<file path="config.mk">
export PLATFORM = sky130hd
export DESIGN_NAME = bcd_range_counter
export DESIGN_NICKNAME = d
export VERILOG_FILES = /design/src/rtl/bcd_range_counter.sv
export SDC_FILE = /design/constraint.sdc
export NUM_CORES = 1
export LEC_CHECK = 0
export CAP_MARGIN = 10
export CORE_ASPECT_RATIO = 1.5
export CORE_MARGIN = 3
export CORE_UTILIZATION = 45
export DETAILED_ROUTE_END_ITERATION = 8
export GPL_TIMING_DRIVEN = 0
export PLACE_DENSITY = 0.73
export SYNTH_ARGS = -nofsm -noshare
export SYNTH_HDL_FRONTEND = slang
export SYNTH_SLANG_ARGS = --single-unit
</file>
<file path="constraint.sdc">
create_clock -name clk -period 2.7 [get_ports clk]
set_input_delay 0.54 -clock clk [delete_from_list [all_inputs] [get_ports clk]]
set_output_delay 0.54 -clock clk [all_outputs]
set_load 0.1 [all_outputs]
</file>
<file path="src/rtl/bcd_range_counter.sv">
// Two-digit BCD counter over a MIN_VALUE..MAX_VALUE range, for clock time fields.
// It has clear, validated load, up/down counting and a registered carry/borrow for cascading.
module bcd_range_counter #(
   parameter int MIN_VALUE   = 0,
   parameter int MAX_VALUE   = 59,
   parameter int RESET_VALUE = MIN_VALUE
) (
   input  logic       clk,
   input  logic       reset,
   input  logic       en,
   input  logic       up_dn,
   input  logic       clr,
   input  logic       load,
   input  logic [3:0] load_tens,
   input  logic [3:0] load_ones,
   output logic [3:0] tens,
   output logic [3:0] ones,
   output logic       carry_out,
   output logic       at_max,
   output logic       at_min,
   output logic       load_err
);

   localparam logic [3:0] MIN_TENS = 4'(MIN_VALUE / 10);
   localparam logic [3:0] MIN_ONES = 4'(MIN_VALUE % 10);
   localparam logic [3:0] MAX_TENS = 4'(MAX_VALUE / 10);
   localparam logic [3:0] MAX_ONES = 4'(MAX_VALUE % 10);
   localparam logic [3:0] RST_TENS = 4'(RESET_VALUE / 10);
   localparam logic [3:0] RST_ONES = 4'(RESET_VALUE % 10);

   generate
      if (MIN_VALUE < 0 || MIN_VALUE >= MAX_VALUE || MAX_VALUE > 99) begin : g_bad_range
         $fatal(1, "bcd_range_counter: require 0 <= MIN_VALUE < MAX_VALUE <= 99");
      end
      if (RESET_VALUE < MIN_VALUE || RESET_VALUE > MAX_VALUE) begin : g_bad_reset
         $fatal(1, "bcd_range_counter: RESET_VALUE must lie in MIN_VALUE..MAX_VALUE");
      end
   endgenerate

   logic [3:0] next_tens;
   logic [3:0] next_ones;
   logic       next_carry;
   logic       next_err;
   logic       next_at_max;
   logic       next_at_min;
   logic       load_ok;
   int         load_value;

   // Range check runs in signed int so a zero MIN_VALUE is not a degenerate compare.
   always_comb begin
      load_value = 10 * int'(load_tens) + int'(load_ones);
      load_ok    = (load_tens <= 4'd9) && (load_ones <= 4'd9) &&
                   (load_value >= MIN_VALUE) && (load_value <= MAX_VALUE);
   end

   always_comb begin
      next_tens  = tens;
      next_ones  = ones;
      next_carry = 1'b0;
      next_err   = 1'b0;
      if (clr) begin
         next_tens = MIN_TENS;
         next_ones = MIN_ONES;
      end else if (load) begin
         if (load_ok) begin
            next_tens = load_tens;
            next_ones = load_ones;
         end else begin
            next_err = 1'b1;
         end
      end else if (en) begin
         if (up_dn) begin
            if (at_max) begin
               next_tens  = MIN_TENS;
               next_ones  = MIN_ONES;
               next_carry = 1'b1;
            end else if (ones == 4'd9) begin
               next_ones = 4'd0;
               next_tens = tens + 4'd1;
            end else begin
               next_ones = ones + 4'd1;
            end
         end else begin
            if (at_min) begin
               next_tens  = MAX_TENS;
               next_ones  = MAX_ONES;
               next_carry = 1'b1;
            end else if (ones == 4'd0) begin
               next_ones = 4'd9;
               next_tens = tens - 4'd1;
            end else begin
               next_ones = ones - 4'd1;
            end
         end
      end
      next_at_max = (next_tens == MAX_TENS) && (next_ones == MAX_ONES);
      next_at_min = (next_tens == MIN_TENS) && (next_ones == MIN_ONES);
   end

   // The range flags are registered from the next count, so the wrap decisions above can use them.
   always_ff @(posedge clk or negedge reset) begin
      if (!reset) begin
         tens      <= RST_TENS;
         ones      <= RST_ONES;
         carry_out <= 1'b0;
         load_err  <= 1'b0;
         at_max    <= (RESET_VALUE == MAX_VALUE);
         at_min    <= (RESET_VALUE == MIN_VALUE);
      end else begin
         tens      <= next_tens;
         ones      <= next_ones;
         carry_out <= next_carry;
         load_err  <= next_err;
         at_max    <= next_at_max;
         at_min    <= next_at_min;
      end
   end

endmodule

</file>
* After elaboration in Yosys (flattened, before gate mapping)
Cells that the tools add are included. W data, S select, Z words.
Word-level totals: input bits 14, bits in registers 12, word-level logic and storage cells 54
Operators by class: equal/unequal tests 3, muxes and demuxes 27, add/sub/neg operators 5, multipliers 1, order comparisons 4, reduce and logical (&&, ||, !) cells 8
Operators with widths (number):
- $mux W4 | 18
- $logic_not A4 Y1 | 3
- $add A8 B4 Y9 | 1
- $ge A9 B1 Y1 const B | 1
- $le A9 B6 Y1 const B | 1
- $mux W1 | 9
- $add A4 B1 Y4 const B | 2
- $eq A4 B4 Y1 const B | 2
- $le A4 B4 Y1 const B | 2
- $sub A4 B1 Y4 const B | 2
- $mul A3 B4 Y7 const A | 1
- $logic_and A1 B1 Y1 | 5
- $eq A4 B3 Y1 const B | 1

* Longest topological paths before layout
Gate-level depths: netlist of run 1.
word-level depth 10, mapped depth 11, depth with buffers taken out 10

* Least setup slack after synthesis of run 1
OpenSTA, ideal clock, no wires.
path kind input-to-reg, start point input port load_tens[1], end point register at_min, setup slack -0.445 ns, required time 2.599 ns, stages 11, data arrival time 3.044 ns, cell sequence ha_1 ha_1 fa_1 inv_1 o41ai_2 a221oi_4 and2_1 buf_6 o311ai_2 o2111ai_1 nor4b_1
Between the ends: word-level cells in the longest chain between the ends 10, elaborated cells between the ends (all ways) 17, those cells by class add/sub: 1; mul: 1; order compare: 3; mux: 6; reduce/logical: 6
Ends and longest elaborated chain:
- start: declaration | RTL line 14 | input logic [3:0] load_tens,
- $mul A3 B4 Y7 | RTL line 51 | load_value = 10 * int'(load_tens) + int'(load_ones);
- $add A8 B4 Y9 | RTL line 51
- $ge A9 B1 Y1 | RTL line 53 | (load_value >= MIN_VALUE) && (load_value <= MAX_VALUE);
- $logic_and A1 B1 Y1 | RTL line 52 | load_ok = (load_tens <= 4'd9) && (load_ones <= 4'd9) &&
- $logic_and A1 B1 Y1 | RTL line 53
- $mux W4 | RTL line 65 | if (load_ok) begin
- $mux W4 | RTL line 64 | end else if (load) begin
- $mux W4 | RTL line 61 | if (clr) begin
- $logic_not A4 Y1 | RTL line 97 | next_at_min = (next_tens == MIN_TENS) && (next_ones == MIN_ONES);
- $logic_and A1 B1 Y1 * | RTL line 97
- net next_at_min | RTL line 45 | logic next_at_min;
- end signal: assignment | RTL line 108 | at_min <= (RESET_VALUE == MIN_VALUE);
- end signal: assignment | RTL line 115 | at_min <= next_at_min;
- end: declaration | RTL line 20 | output logic at_min,
The timed path passes the listed nets; every way through them passes the cells marked *.

* Worst setup path after layout of run 1
start point input port load_tens[3], end point register at_min
Same word-level chain as after synthesis.

==> summary.md, run 1 <==
| Metric | Value |
|---|---|
| P per Cell Area | `between 400 and 500 nW/um^2` |
| # rows | `24` |
| Startpoint type of the worst setup path | `primary input` |
| # setup viols final | `9` |
| Post-synthesis sequential area ratio | `0.214` |
| IO Port Bufs | `23` |
| Crit-path max cell delay | `between 0.5 and 0.6 ns` |
| Global Route met3 Usage | `0.0100` |
| Syn Area/Cell | `~8.7 um^2` |
| Met2 usage | `0.470` |
| Grt ovf | `0` |
| Hold Crit Class | `in2async` |
| I/O pin cnt | `26` |
| CP Cell Sequence | `buf_12 > ha_4 > ha_4 > fa_2 > buf_6 > nand4_4 > a221oi_4 > buf_6 > nand4b_1 > o211ai_1 > o2111ai_2 > nor4b_2` |
| Peak VDD IR | `~0.43 mV` |
| Chip height | `between 70 and 80 um` |
| Vias in the first global route | `roughly 1.5k` |
| CP Class | `in2reg` |
| Clk buf depth | `2` |
| Maximum clock rate | `between 300 and 400 MHz` |
| Antenna Violating Nets Remaining | `0` |
| Fillers | `between 200 and 250` |
| Slew of the pin with the lowest slew margin | `0.974 ns` |
| Overall Global Routing Usage | `0.247` |
| Total Power | `roughly 0.98 mW` |
| DR pass1 iterations | `4` |
| Max-slew violation count | `0` |
| DIE WIDTH | `roughly 52 um` |
| Initial core utilization | `0.478` |
| CTS buffer count | `3` |
| CTS HTree Levels | `1` |
| CP required | `between 2 and 3 ns` |
| Gpl congestion | `between 0.7 and 0.8` |
| Mapped Area | `1410 um^2` |
| Die Area | `3850 um^2` |
| First-pass GRT wire length | `~7.1 mm` |
| Clk_skew | `between 0.003 and 0.004 ns` |
| DRC Markers | `0` |
| Worst skew pair latency | `about 0.24 ns` |
| Core area | `2940 um^2` |
| CTS clk-pin slew, worst paths | `0.05 ns` |
| Top Usage Layer GRT | `met2` |
| RSZ-0062 raised after global routing | `yes` |
| Period utilisation layout | `1.17` |
| CTS tree | `done` |
| Area growth syn-to-layout | `49.6%` |
| Critical path arrival | `about 3.3 ns` |
| CP Buf/Inv Count | `3` |
| Dpl hpwl | `about 3.0 mm` |
| Antenna cells | `0` |
| Yosys cell types | `62` |
| Number of synthesis warnings | `0` |
| Largest net degree at the start of global routing | `13` |
| Initial antenna violation count | `0` |
| WL/cell | `18.6 um` |
| Root buf cell | `clkbuf_8` |
| Outcome | `complete, but fails checks` |
| Crit path time final | `3.17 ns` |
| Static leakage | `approximately 0.84 nW` |
| Met1 usage | `0.256` |
| Post-Route WL | `~4.6 mm` |
| Setup crit end kind | `flop` |
| Relative slew slack | `0.348` |
| Post-Syn Instances | `roughly 160` |
| Final hold viol count | `0` |
| Most used flip-flop cell after synthesis | `dfrtp_1` |
| Share of cells above drive strength 1 | `0.319` |
| Hold_buf cts | `0` |
| CTS sink count | `12` |
| Top cell family by delay on the critical path | `adder cells` |
| Placed Cells | `224` |
| Post-synthesis async set-or-reset flop share | `1.00` |
| Max-cap violation count | `0` |
| Crit-path slowest cell | `fa_2` |
| CP max FO | `4` |
| Nets@finish | `~240` |
| Final worst slack | `-0.472 ns` |
| Drt first-iter violations | `62` |
| Syn_nets | `190` |
| Failing checks | `setup timing` |
| Post-synth EDFFs | `0` |
| Vias per cell | `6.30` |
| Via count | `about 1.5k` |
| Synth Register Bits | `12` |
| Non-filler cells, final | `about 250` |
cells in the mapped netlist (2+ instances only):
cell | number | area, um^2
a21oi_1 | 16 | 80.1
inv_1 | 16 | 60.1
ha_1 | 12 | 150
dfrtp_1 | 11 | 275
nor2_1 | 10 | 37.5
nand2_1 | 8 | 30.0
clkbuf_1 | 6 | 22.5
o21ai_0 | 6 | 30.0
nand4b_1 | 4 | 35.0
o211ai_1 | 4 | 30.0
nand3_1 | 3 | 15.0
o31ai_1 | 3 | 22.5
a211oi_1 | 2 | 15.0
a211oi_2 | 2 | 25.0
a311oi_1 | 2 | 17.5
a31oi_1 | 2 | 12.5
and3_1 | 2 | 12.5
and4_1 | 2 | 17.5
fa_1 | 2 | 40.0
mux2i_1 | 2 | 20.0
nor3_1 | 2 | 10.0
o2111a_1 | 2 | 22.5
o2111ai_1 | 2 | 17.5
o311ai_0 | 2 | 17.5
or3_1 | 2 | 12.5
repair_timing:
item,CTS,global route
setup buffers,15,6
pin swaps,20,12
resized for setup,50,13
endpoints found under the hold margin,0,0
endpoints found under the setup margin,11,10
logic make-up after synthesis:
group                    count (synthesis)  share of synthesized area
multiplexers                             2                     0.0142
AND/OR/NAND/NOR                         46                      0.198
adder cells (fa/ha/maj)                 14                      0.135
buffers and inverters                   25                     0.0756
AO/OA/AOI/OAI                           61                      0.345
flip-flops                              12                      0.214
XOR/XNOR                                 2                     0.0178
report_power, final:
part	switching (mW)	internal, mW
combinational	0.345	0.217
clock	0.0670	0.129
sequential	0.0280	0.198
per-layer routing:
metal,wire length [um],vias up
met2,2590,68
met4,237,0
met3,199,23
met5,0,-
li1,-,709
met1,1540,749
stage by stage:
step	setup TNS, ns	hold slack, ns	instance area (um^2)	setup WS, ns	utilization
floorplan	-0.702	0.244	1460	-0.329	-
global placement	-10.16	0.729	1740	-1.30	0.592
detailed placement	-10.45	0.742	1740	-1.30	0.592
CTS	-1.22	0.665	2040	-0.315	0.693
global route	-2.76	0.691	2110	-0.571	0.716
finish	-2.03	0.645	2110	-0.472	0.716
cell usage in the layout, fill, tap and decap left out, drive strengths merged, types with 4 or more instances in the layout:
cell	count
a211oi	4
a21oi	16
buf	25
clkbuf	10
clkdlybuf4s50	17
dfrtp	11
ha	12
inv	16
nand2	8
nand4b	4
nor2	10
o211ai	4
o21ai	7
layout make-up:
type,instances,area (um^2),area share
inverter,16,60.1,0.0285
tap,39,48.8,0.0232
multi-input combinational,125,1210,0.576
timing repair buffer,42,393,0.187
buffer,8,35.0,0.0166
sequential,12,302,0.143
clock buffer,4,55.1,0.0261
worst paths after layout:
kind,from,endpoint,slack [ns],cells after the start
min,reset,at_max$_DFF_PN0_,0.65,1
min reg2reg,at_min$_DFF_PN1_,carry_out$_DFF_PN0_,0.84,2
max in group asynchronous,reset,at_min$_DFF_PN1_,1.69,1
max reg2reg,ones[0]$_DFF_PN0_,at_max$_DFF_PN0_,0.10,9
min in group clk,load_ones[1],ones[1]$_DFF_PN0_,0.77,3
max,load_tens[3],at_min$_DFF_PN1_,-0.47,12
state kept, by name, indices dropped and copies added, names as in the netlist:
name and count:
ones 4, tens 4, at_max 1, at_min 1, carry_out 1, load_err 1
Power figures use the tool's default switching activity.
==> inputs of run 2 (changes only) <==
- CORE_UTILIZATION: 45 -> 52
- PLACE_DENSITY: 0.73 -> 0.82
- clock period: 2.7 -> 3.3 ns (I/O delays scaled with it)
==> run 2 against run 1 <==
  * The flow now finishes without violations
  * Die area shrank 12%
  * Flip-flop and latch count unchanged
  * Via count is essentially flat
  * Register-to-register slack gained 0.56 ns
  * Cell count down 3.7%
  * Largest cell class unchanged
  * Non-clock buffer count decreased by 6
  * Count of clock-buffer cells in the layout unchanged
  * Global-route usage rose by 1.5 points
  * Clock power is 39% lower
  * Combinational power fell by 24%
  * Sequential power is 18% lower
  * Power decreased by 26%
==> summary.md, run 2 (synthesis results as in run 1) <==
| Metric | Value |
|---|---|
| Max-cap violation count | `0 (unchanged)` |
| IO Port Bufs | `23 (unchanged)` |
| CTS sink count | `12 (unchanged)` |
| CP required | `3.48 ns (+0.63 ns)` |
| Fillers | `172 (-30%)` |
| Slew of the pin with the lowest slew margin | `0.980 ns (+0.00598 ns)` |
| Met2 usage | `0.503 (+0.0328)` |
| Peak VDD IR | `0.377 mV (-12%)` |
| Period utilisation layout | `0.983` |
| Total Power | `0.732 mW (-26%)` |
| DIE WIDTH | `48.5 um (-6.2%)` |
| Grt ovf | `0 (unchanged)` |
| Core area | `2500 um^2 (-15%)` |
| First-pass GRT wire length | `7.16 mm (+0.87%)` |
| Setup crit end kind | `flop` |
| Post-Route WL | `4.55 mm (-0.39%)` |
| CTS HTree Levels | `1 (unchanged)` |
| Via count | `1550 (+0.065%)` |
| Crit path time final | `~3.2 ns` |
| Vias per cell | `6.54 (+3.9%)` |
| Commonest non-fill, non-tap cell in the layout | `clkdlybuf4s50_1` |
| CP Buf/Inv Count | `2 (-1)` |
| Gpl congestion | `0.876 (+10%)` |
| Hold_buf cts | `0 (unchanged)` |
| Final hold viol count | `0 (unchanged)` |
| Antenna cells | `0 (unchanged)` |
| CP Cell Sequence | `buf_4 > ha_4 > ha_4 > fa_2 > inv_2 > o41ai_4 > a221oi_4 > a31o_2 > o221ai_4 > o2111ai_2 > nor4b_2` |
| CTS buffer count | `3 (unchanged)` |
| Max-slew violation count | `0 (unchanged)` |
| Fin Setup TNS | `0 ns (+2.03 ns)` |
| Top Usage Layer GRT | `met2` |
| WL/cell | `19.2 um (+3.4%)` |
| Maximum clock rate | `between 300 and 400 MHz` |
| Share of cells above drive strength 1 | `0.269 (-0.0502)` |
| Vias in the first global route | `1578 (+2.4%)` |
| Nets@finish | `230 (-2.5%)` |
| Crit Reg-Reg Startpoint | `ones[0]$_DFF_PN0_` |
| Met1 usage | `0.267 (+0.0109)` |
| Chip height | `69.7 um (-6.4%)` |
| Relative slew slack | `0.344 (-0.00400)` |
| CP max FO | `5 (+1)` |
| # rows | `22 (-8.3%)` |
| I/O pin cnt | `26 (unchanged)` |
| Outcome | `finished, final reports clean` |
| Clk_skew | `0.0105 ns (+0.00685 ns)` |
| Final core occ | `0.778 (+0.0622)` |
| Overall Global Routing Usage | `0.262 (+0.0151)` |
| Initial core utilization | `0.562 (+0.0836)` |
| DR pass1 iterations | `4 (unchanged)` |
| Crit-path max cell delay | `0.57 ns (-0.02 ns)` |
| Top cell family by delay on the critical path | `compound AO/OA/AOI/OAI gates` |
| Dpl hpwl | `3.03 mm (+2.5%)` |
| Biggest regs | `ones (4), tens (4)` |
| Area growth syn-to-layout | `38.4%` |
| Critical path arrival | `3.43 ns (+0.11 ns)` |
| Worst Setup SP | `load_tens[1]` |
| Initial antenna violation count | `0 (unchanged)` |
| Global Route met3 Usage | `0.0280 (+0.0179)` |
| Static leakage | `0.798 nW (-5.5%)` |
| Crit-path slowest cell | `fa_2` |
| Clk buf depth | `2 (unchanged)` |
| Die Area | `3380 um^2 (-12%)` |
| Worst skew pair latency | `0.28 ns (+0.04 ns)` |
| Drt first-iter violations | `56 (-9.7%)` |
| CTS tree | `done` |
| Largest net degree at the start of global routing | `13 (unchanged)` |
| # setup viols final | `0 (-9)` |
| Hold Crit Class | `in2async` |
| CP Class | `in2reg` |
| Root buf cell | `clkbuf_4` |
| Antenna Violating Nets Remaining | `0 (unchanged)` |
| Startpoint type of the worst setup path | `primary input` |
| CTS clk-pin slew, worst paths | `0.09 ns (+0.04 ns)` |
| P per Cell Area | `376 nW/um^2 (-20%)` |
| Most frequent cells in the layout | `clkdlybuf4s50_1, inv_1, a21oi_1` |
| DRC Markers | `0 (unchanged)` |
| Most common cell on crit path | `ha_4` |
==> run 2: cell count changes in the layout (fill, tap and decap cells not counted), sizes merged <==
cell	previous run	this run
dlygate4sd2	1	0
buf	25	17
clkbuf	10	13
clkdlybuf4s15	1	0
clkdlybuf4s50	17	18
==> run 2: path summary, 6_finish.rpt <==
check                                      endpoint  slack (ns)  cells past startpoint
worst max-delay path               at_min$_DFF_PN1_        0.06                     11
worst max register to register     at_max$_DFF_PN0_        0.66                      9
worst min-delay path             load_err$_DFF_PN0_        0.73                      1
min in group clk                carry_out$_DFF_PN0_        0.76                      2
max in group asynchronous          at_min$_DFF_PN1_        2.18                      1
worst min register to register  carry_out$_DFF_PN0_        0.76                      2
==> run 2: repair_timing <==
item | CTS | global route
pin swaps | 10 | 12
setup buffers | 6 | 7
endpoints found under the setup margin | 11 | 2
gates resized for setup | 33 | 16
==> run 2: final cells by class <==
cell class	instances	area (um^2)	area share
flip-flops and latches	12	302	0.155
repair buffers	36	312	0.160
well taps	36	45.0	0.0231
inverters	16	60.1	0.0308
clock buffers	4	36.3	0.0186
plain buffers	8	35.0	0.0180
multi-input cells	125	1160	0.595
==> run 2: report_power, final <==
part / switching [mW] / internal, mW / leakage, nW
sequential: 0.0240 / 0.161 / 0.156
combinational: 0.271 / 0.156 / 0.622
clock: 0.0529 / 0.0671 / 0.0210
total: 0.348 / 0.384 / 0.798
==> run 2: metrics by stage <==
stage | cells | cell area [um^2] | setup slack (ns) | hold slack (ns)
2_1_floorplan | 162 | 1410 | 0.0354 | 0.364
3_3_place_gp | 221 | 1680 | -0.842 | 0.739
3_5_place_dp | 221 | 1680 | -0.955 | 0.733
4_1_cts | 231 | 1870 | 0.00700 | 0.742
5_1_grt | 237 | 1950 | -0.0145 | 0.761
6_report | 237 | 1950 | 0.0552 | 0.734
==> run 2: per-layer routing <==
| layer | routed length (um) | share of wire | vias up |
|---|---|---|---|
| li1 | - | - | 702 |
| met1 | 1640 | 0.36 | 753 |
| met2 | 2460 | 0.54 | 75 |
| met3 | 257 | 0.056 | 20 |
| met4 | 194 | 0.043 | 0 |
| met5 | 0 | 0 | - |
==> inputs of run 3 (changes only) <==
- CAP_MARGIN: 10 -> 20
- RECOVER_POWER: not set -> 25
- SLEW_MARGIN: not set -> 20
==> run 3 against run 2 <==
  * Non-clock buffer count is the same
  * Power is essentially flat
  * Utilization is the same
  * Sequential share of layout area is the same
  * Worst hold slack gained 0.029 ns
  * First-iteration DRC count is the same
  * Cell count is the same
  * Design area is the same
  * Worst setup slack is essentially flat
  * Global-route usage is the same
==> summary.md, run 3 (synthesis results as in run 1) <==
| Metric | Value |
|---|---|
| Setup crit end kind | `flop` |
| # rows | `22 (unchanged)` |
| DR pass1 iterations | `4 (unchanged)` |
| Net Sw Power | `0.348 mW (about the same)` |
| Worst skew pair latency | `0.28 ns (about the same)` |
| Fin Setup TNS | `0 ns (unchanged)` |
| Maximum clock rate | `308 MHz (about the same)` |
| Hold_buf cts | `0 (unchanged)` |
| Final core occ | `0.778 (unchanged)` |
| Grt ovf | `0 (unchanged)` |
| Final hold viol count | `0 (unchanged)` |
| I/O pin cnt | `26 (unchanged)` |
| Reg area | `302 um^2 (unchanged)` |
| Most frequent cells in the layout | `clkdlybuf4s50_1, inv_1, a21oi_1` |
| P per Cell Area | `376 nW/um^2 (about the same)` |
| Period utilisation layout | `0.983 (about the same)` |
| WL/cell | `19.2 um (about the same)` |
| Hold Crit Class | `reg2reg` |
| Relative slew slack | `0.344 (unchanged)` |
| CP Cell Sequence | `buf_4 > ha_4 > ha_4 > fa_2 > inv_2 > o41ai_4 > a221oi_4 > a31o_2 > o221ai_4 > o2111ai_2 > nor4b_2` |
| CP required | `3.48 ns (about the same)` |
| Antenna Violating Nets Remaining | `0 (unchanged)` |
| Biggest regs | `ones (4), tens (4)` |
| DIE WIDTH | `48.5 um (unchanged)` |
| Clk buf depth | `2 (unchanged)` |
| Gpl congestion | `0.876 (unchanged)` |
| Area growth syn-to-layout | `38.4% (unchanged)` |
| Chip height | `69.7 um (unchanged)` |
| P_int | `0.384 mW (about the same)` |
| CP Buf/Inv Count | `2 (unchanged)` |
| Post-Place Setup Slack | `-0.955 ns (unchanged)` |
| Met3 routed WL | `257 um (unchanged)` |
| CTS tree | `done` |
| Die Area | `3380 um^2 (unchanged)` |
| Share of cells above drive strength 1 | `0.269 (unchanged)` |
| Crit path time final | `3.25 ns (+0.000289 ns)` |
| Combinational fraction of design power | `0.583 (about the same)` |
| # setup viols final | `0 (unchanged)` |
| Non-filler cells, final | `237 (unchanged)` |
| Largest net degree at the start of global routing | `13 (unchanged)` |
| Nets@finish | `230 (unchanged)` |
| Slew of the pin with the lowest slew margin | `0.980 ns (unchanged)` |
| Placed Cells | `221 (unchanged)` |
| Static leakage | `0.799 nW (about the same)` |
| Outcome | `finished, final reports clean` |
| Clk_skew | `0.0105 ns (unchanged)` |
| CP Class | `in2reg` |
| Top Metal Used | `met4` |
| Clk pwr share | `0.164 (about the same)` |
| Hold WS | `0.763 ns (+0.0286 ns)` |
| Overall Global Routing Usage | `0.262 (unchanged)` |
| Met1 wire length | `1.64 mm (unchanged)` |
| Post-Route WL | `4.55 mm (about the same)` |
| Final worst slack | `0.0549 ns (-0.000289 ns)` |
| Most common cell on crit path | `ha_4` |
| Initial antenna violation count | `0 (unchanged)` |
| Placed Area | `1680 um^2 (unchanged)` |
| Initial core utilization | `0.562 (unchanged)` |
| Core area | `2500 um^2 (unchanged)` |
| CTS buffer count | `3 (unchanged)` |
| Startpoint type of the worst setup path | `primary input` |
| Sequential share of power | `0.253 (about the same)` |
| IO Port Bufs | `23 (unchanged)` |
| Via count | `1550 (unchanged)` |
| Drt first-iter violations | `56 (unchanged)` |
| Max-slew violation count | `0 (unchanged)` |
| Top cell family by delay on the critical path | `compound AO/OA/AOI/OAI gates` |
| Dpl hpwl | `3.03 mm (unchanged)` |
| R2r setup slk | `0.66 ns (about the same)` |
| Switching portion of total power | `0.475 (about the same)` |
| Crit-path max cell delay | `0.57 ns (about the same)` |
| Met2 WL post-DR | `2.46 mm (about the same)` |
| First-pass GRT wire length | `7.16 mm (unchanged)` |
| CP max FO | `5 (unchanged)` |
| CTS HTree Levels | `1 (unchanged)` |
| Area of the multi-input gates | `1160 um^2 (unchanged)` |
| Crit-path slowest cell | `fa_2` |
| Vias per cell | `6.54 (unchanged)` |
| Vias in the first global route | `1578 (unchanged)` |
| Antenna cells | `0 (unchanged)` |
| Critical path arrival | `3.43 ns (about the same)` |
| CTS sink count | `12 (unchanged)` |
| Max-cap violation count | `0 (unchanged)` |
| Peak VDD IR | `0.377 mV (about the same)` |
| CTS clk-pin slew, worst paths | `0.07 ns (-0.02 ns)` |
| Commonest non-fill, non-tap cell in the layout | `clkdlybuf4s50_1` |
| Fillers | `172 (unchanged)` |
| DRC Markers | `0 (unchanged)` |
| Finished Cell Area | `1950 um^2 (unchanged)` |
| Total Power | `0.732 mW (about the same)` |
| Root buf cell | `clkbuf_4` |
[run 3: changes by cell type in the layout (fill, tap and decap cells not counted), sizes merged]
cell / change
dlygate4sd3: +1
clkdlybuf4s50: -1
[run 3: area by class of cell]
class | count | share of cell area
inverter | 16 | 0.0308
buffer | 8 | 0.0180
timing repair buffer | 36 | 0.160
sequential | 12 | 0.155
tap | 36 | 0.0231
clock buffer | 4 | 0.0186
multi-input combinational | 125 | 0.595
[run 3: what timing repair did]
| action | in CTS | in global routing |
|---|---|---|
| pin swaps | 10 | 12 |
| setup endpoints to repair | 11 | 2 |
| setup buffers | 6 | 7 |
| endpoints found under the hold margin | 0 | 0 |
| gates cloned | 0 | 0 |
| gates resized for setup | 33 | 16 |
[run 3: worst paths after layout]
path | endpoint | cells past startpoint | startpoint
setup / recovery | at_min$_DFF_PN1_ | 11 | load_tens[1]
hold / removal | carry_out$_DFF_PN0_ | 2 | at_min$_DFF_PN1_
setup reg to reg | at_max$_DFF_PN0_ | 9 | ones[0]$_DFF_PN0_
hold reg to reg | carry_out$_DFF_PN0_ | 2 | at_min$_DFF_PN1_
max in group asynchronous | at_min$_DFF_PN1_ | 1 | reset
min in group asynchronous | load_err$_DFF_PN0_ | 1 | reset
[run 3: worst register-to-register path, delay by kind of cell, from the launching register on]
kind | cells | cell delay, ns
flops | 1 | 0.48
fa+ha+maj | 1 | 0.23
buf+inv | 1 | 0.16
compound gates | 4 | 0.81
simple gates | 3 | 0.85
[run 3: metal layers]
| metal | up-vias | track usage |
|---|---|---|
| li1 | 702 | - |
| met1 | 753 | 0.267 |
| met2 | 75 | 0.503 |
| met3 | 20 | 0.0280 |
| met4 | 0 | 0.146 |
| met5 | - | 0 |
[run 3: power groups by stage]
stage | registers (mW) | clock network, mW | logic (mW)
after floorplan | 0.278 | 0 | 0.167
final | 0.185 | 0.120 | 0.427
after detailed placement | 0.186 | 0 | 0.351
after CTS | 0.184 | 0.120 | 0.395
after global routing | 0.187 | 0.130 | 0.452
after global placement | 0.186 | 0 | 0.342
==> patch 1: new RTL, flow settings as in run 3 <==
Add an input register stage for `load`; this delays it by one clock. The other inputs are not delayed to match. Comments in the files are not updated.
--- a/src/rtl/bcd_range_counter.sv
+++ b/src/rtl/bcd_range_counter.sv
@@ -29,2 +29,8 @@
    localparam logic [3:0] RST_ONES = 4'(RESET_VALUE % 10);
+
+   logic load_q;
+
+   always_ff @(posedge clk) begin
+      load_q <= load;
+   end
 
@@ -63,3 +69,3 @@
          next_ones = MIN_ONES;
-      end else if (load) begin
+      end else if (load_q) begin
          if (load_ok) begin
Formal check against the unedited RTL: not equivalent (a bounded check fails within 4 cycles, from zero or initial values and one cycle with reset low).
==> patch 1 against run 3 <==
  * Worst hold slack lost 48 ps
  * Highest routed layer unchanged
  * Critical path depth rose by 1
  * Sequential power up 8%
  * Maximum frequency grew 1.2%
  * Sequential cell count is 1 higher
  * Core utilization fell by 1.0 points
  * Setup slack improved by 39 ps
  * Power fell by 1.6%
  * Routed wire length is 3.0% lower
  * Die area increased by 1.3%
  * Area after synthesis up 1.4%
  * Design area decreased by 0.26%
==> patch 1: results (changes against run 3) <==
[cells_and_area]
instances_no_fill = 236  ; -0.42%
num-nonclk-buffers = 42  ; -4.5%
seq_cell_count = 13  ; +1
multi_input_area_share_pct = 59.18  ; -0.30 points
buf_share_pct = 17.39  ; -0.40 points
final_util_pct = 76.73  ; -1.0 points
drive_gt1_share_pct = 23.50  ; -3.4 points
clkCellAreaFrac_pct = 1.352  ; -0.51 points
final.fill_count = 183  ; +6.4%
seq_area_share_pct = 16.55  ; +1.1 points
nets = 229  ; -0.43%

[placement]
dp_cells = 222  ; +0.45%
globalplace.congestion = 0.8648  ; -1.3%
placed_cell_area_um2 = 1703  ; +1.2%
dp_slack_ps = -896.6  ; +58.61 ps
dpl.hpwl_um = 2934  ; -3.0%

[synthesis]
ys_top_cells_by_area = dfrtp_1, ha_1, a21oi_1, inv_1, fa_1
synthCells = 163  ; +0.62%
synth_cell_types = 63  ; +1.6%
seq_area_frac_synth_pct = 22.52  ; +1.1 points
syn_nets = 191  ; +0.53%

[min_path]
hold_class = in -> reg
hold_depth = 3  ; +1

[power_and_ir_drop]
cellPowerDensity_nw_per_um2 = 370.6  ; -1.4%
ir_worst_vdd_mv = 0.4049  ; +7.4%
cellLeakagePower_nw = 0.7951  ; -0.45%

[global_routing]
grtUsageTotal_pct = 26.25  ; +0.069 points
grt_pass1_wl_um = 7182  ; +0.28%

[timing]
clock-skew-final_ps = 8.600  ; -1.934 ps

[critical_path]
reg2reg_slack_ps = 640  ; -20 ps
reg2reg_from = ones[1]
worstRegToRegCells = 11  ; +2

[cts]
cts_resized = 27  ; -18%
postCtsSetupRepairBufs = 8  ; +2

[route]
via_per_inst = 6.547  ; about the same
drt_iter0_markers = 80  ; +43%
wl_um = 4413  ; -3.0%

[floorplan]
dieArea_um2 = 3423  ; +1.3%

[outcome]
outcome = finished clean

patch 1: cell types whose count changed after synthesis:
cell / before / now
dfxtp_1: 0 / 1
patch 1: how the worst min path moves through the flow:
stage / slack, ps / endpoint / start
2_1_floorplan: 360 / at_max / reset
3_3_place_gp: 660 / ones[2] / load_q
3_5_place_dp: 680 / ones[2] / load_q
4_1_cts: 740 / ones[2] / reset
5_1_grt: 760 / tens[0] / load_tens[0]
6_report: 710 / tens[0] / load_tens[0]
patch 1: cells by family (layout without fill, tap and decap cells):
family,count (synthesis),in the layout,synth area share (%)
compound gates,61,61,34.01
fa+ha+maj,14,14,13.32
simple gates,46,46,19.55
flops,13,13,22.52
xor+xnor,2,2,1.753
mux,2,2,1.402
buf+inv,25,62,7.449
patch 1: per-stage QoR:
step | hold slack [ps] | setup TNS [ps]
final | 714.8 | 0
after global routing | 757.6 | 0
after CTS | 735.9 | 0
after detailed placement | 681.6 | -6573
after global placement | 664.5 | -5742
after floorplan | 364.4 | 0
patch 1: power groups by stage:
stage	sequential (W)	combinational (W)	clock (W)
after floorplan	0.000291	0.000166	0
after global placement	0.000200	0.000341	0
after detailed placement	0.000201	0.000349	0
after CTS	0.000198	0.000393	0.0000967
after global routing	0.000202	0.000446	0.000106
final	0.000200	0.000420	0.000100
patch 1: routing by layer:
| metal | up-vias | share of wire [%] | track usage (%) |
|---|---|---|---|
| met5 | - | 0 | 0 |
| met4 | 0 | 2.7 | 10.13 |
| met3 | 12 | 5.1 | 1.919 |
| met2 | 62 | 53 | 48.11 |
| met1 | 772 | 39 | 31.11 |
| li1 | 699 | - | - |
patch 1: tightest hold or removal path, cell delays in order:
cell	delay, ps
clkbuf_2	100
inv_1	60
a311oi_2	120
==> patch 2: new RTL, config.mk and constraints of run 3 <==
Made on the original files. Change the parameter `MAX_VALUE` from 59 to 29.
--- a/src/rtl/bcd_range_counter.sv
+++ b/src/rtl/bcd_range_counter.sv
@@ -4,3 +4,3 @@
    parameter int MIN_VALUE   = 0,
-   parameter int MAX_VALUE   = 59,
+   parameter int MAX_VALUE   = 29,
    parameter int RESET_VALUE = MIN_VALUE
Formal check against the unedited RTL: not equivalent (Yosys sat finds a counterexample within 4 cycles, from zero or initial values and one cycle with reset low).
==> patch 2 against run 3 <==
  * Cell count rose by 1.3%
  * Maximum frequency fell by 1.1%
  * Routed wire length rose by 4.1%
  * Synthesized cell count rose by 2.5%
  * Count of clock-buffer cells in the layout did not move
  * Design area rose by 5.1%
  * Via count rose by 1.4%
  * Sequential cell count did not move
  * Global-route usage rose by 0.71 points
  * Area after synthesis rose by 3.0%
  * Power rose by 1.3%
  * Setup slack got worse by 37 ps
  * Register-to-register slack improved by 20 ps
==> patch 2: results (changes against run 3) <==
[outcome]
outcome = finished clean

[min_path]
hold_class = in -> reg
min_to = tens[3]
hold_path_startpoint = clr

[route]
via_per_inst = 6.546  ; about the same
met2_length_um = 2636  ; +7.3%
drt_iter0_markers = 71  ; +27%
wl_met1_um = 1682  ; +2.7%
routedWlPerCell_um = 19.73  ; +2.8%
dr_wl_met3_um = 226  ; -12%

[synthesis]
synth_common_cells = a21oi_1, ha_1, inv_1, dfrtp_1
ys_top_cells_by_area = dfrtp_1, ha_1, a21oi_1, inv_1, fa_1
seq_area_frac_synth_pct = 20.79  ; -0.63 points
syn_nets = 194  ; +2.1%
synth_cell_types = 64  ; +3.2%

[timing]
slew_headroom_pct = 34.59  ; +0.15 points
clock-skew-final_ps = 5.096  ; -5.438 ps
post-route-min-period_ps = 3282  ; +37.16 ps
holdWs_ps = 653.9  ; -109.0 ps

[cts]
clk_path_buf_depth = 2  ; unchanged

[cells_and_area]
nets = 233  ; +1.3%
drive_gt1_share_pct = 31.86  ; +5.0 points
area_growth_syn_to_layout_pct = 41.16
diodes = 0  ; unchanged

[placement]
numPortBuffers = 24  ; +4.3%
globalplace.congestion = 0.8775  ; +0.13%
dpl.hpwl_um = 3190  ; +5.5%
dp_slack_ps = -959.3  ; -4.151 ps
placed_cell_area_um2 = 1765  ; +4.9%

[critical_path]
worst_ep_arrival_time_ps = 3490  ; +60 ps
reg2reg_to = at_min
startpoint = load_tens[3]
crit_fanout = 4  ; -1
reg2reg_slack_ps = 680  ; +20 ps
cp_top_family = adder cells
cpPeakStageDelay_ps = 560

[global_routing]
grt_util_met3_pct = 2.737  ; -0.059 points
grt_use_met2_pct = 50.45  ; +0.14 points
grt_pass1_vias = 1596  ; +1.1%
use_met1_pct = 27.89  ; +1.2 points
grtUsageTotal_pct = 26.89  ; +0.71 points

[power_and_ir_drop]
ir_worst_vdd_mv = 0.2153  ; -43%
cellLeakagePower_nw = 0.8072  ; +1.1%
p_switching_w = 0.0003502  ; +0.71%
seq-power_w = 0.000183
total_power_w = 0.0007411  ; +1.3%

patch 2: cell families after synthesis:
kind of cell    Yosys count  share of synthesized area [%]
compound gates           64                          33.05
simple gates             53                          23.73
buf+inv                  20                          7.248
fa+ha+maj                14                          13.11
flops                    12                          20.79
mux                       2                          1.467
xor+xnor                  1                         0.6041
patch 2: metrics by stage:
step | setup TNS, ps | utilization, % | instances
after floorplan | -14.36 | - | 166
after global placement | -6105 | 68.96 | 226
after detailed placement | -6923 | 68.96 | 226
after CTS | 0 | 74.24 | 236
after global routing | -39.25 | 79.96 | 240
final | 0 | 79.96 | 240
patch 2: what timing repair did:
action | 4_1_cts | 5_1_grt
buffers inserted | 6 | 4
pin swaps | 12 | 14
resized for setup | 33 | 21
hold endpoints to repair | 0 | 0
setup endpoints to repair | 11 | 2
patch 2: layout make-up:
class	count	area [µm²]
clock buffers	4	36.28
well taps	36	45.04
multi-input cells	134	1240
fillers	166	513.0
inverters	12	45.04
repair buffers	34	319.1
flip-flops and latches	12	301.5
plain buffers	8	60.06
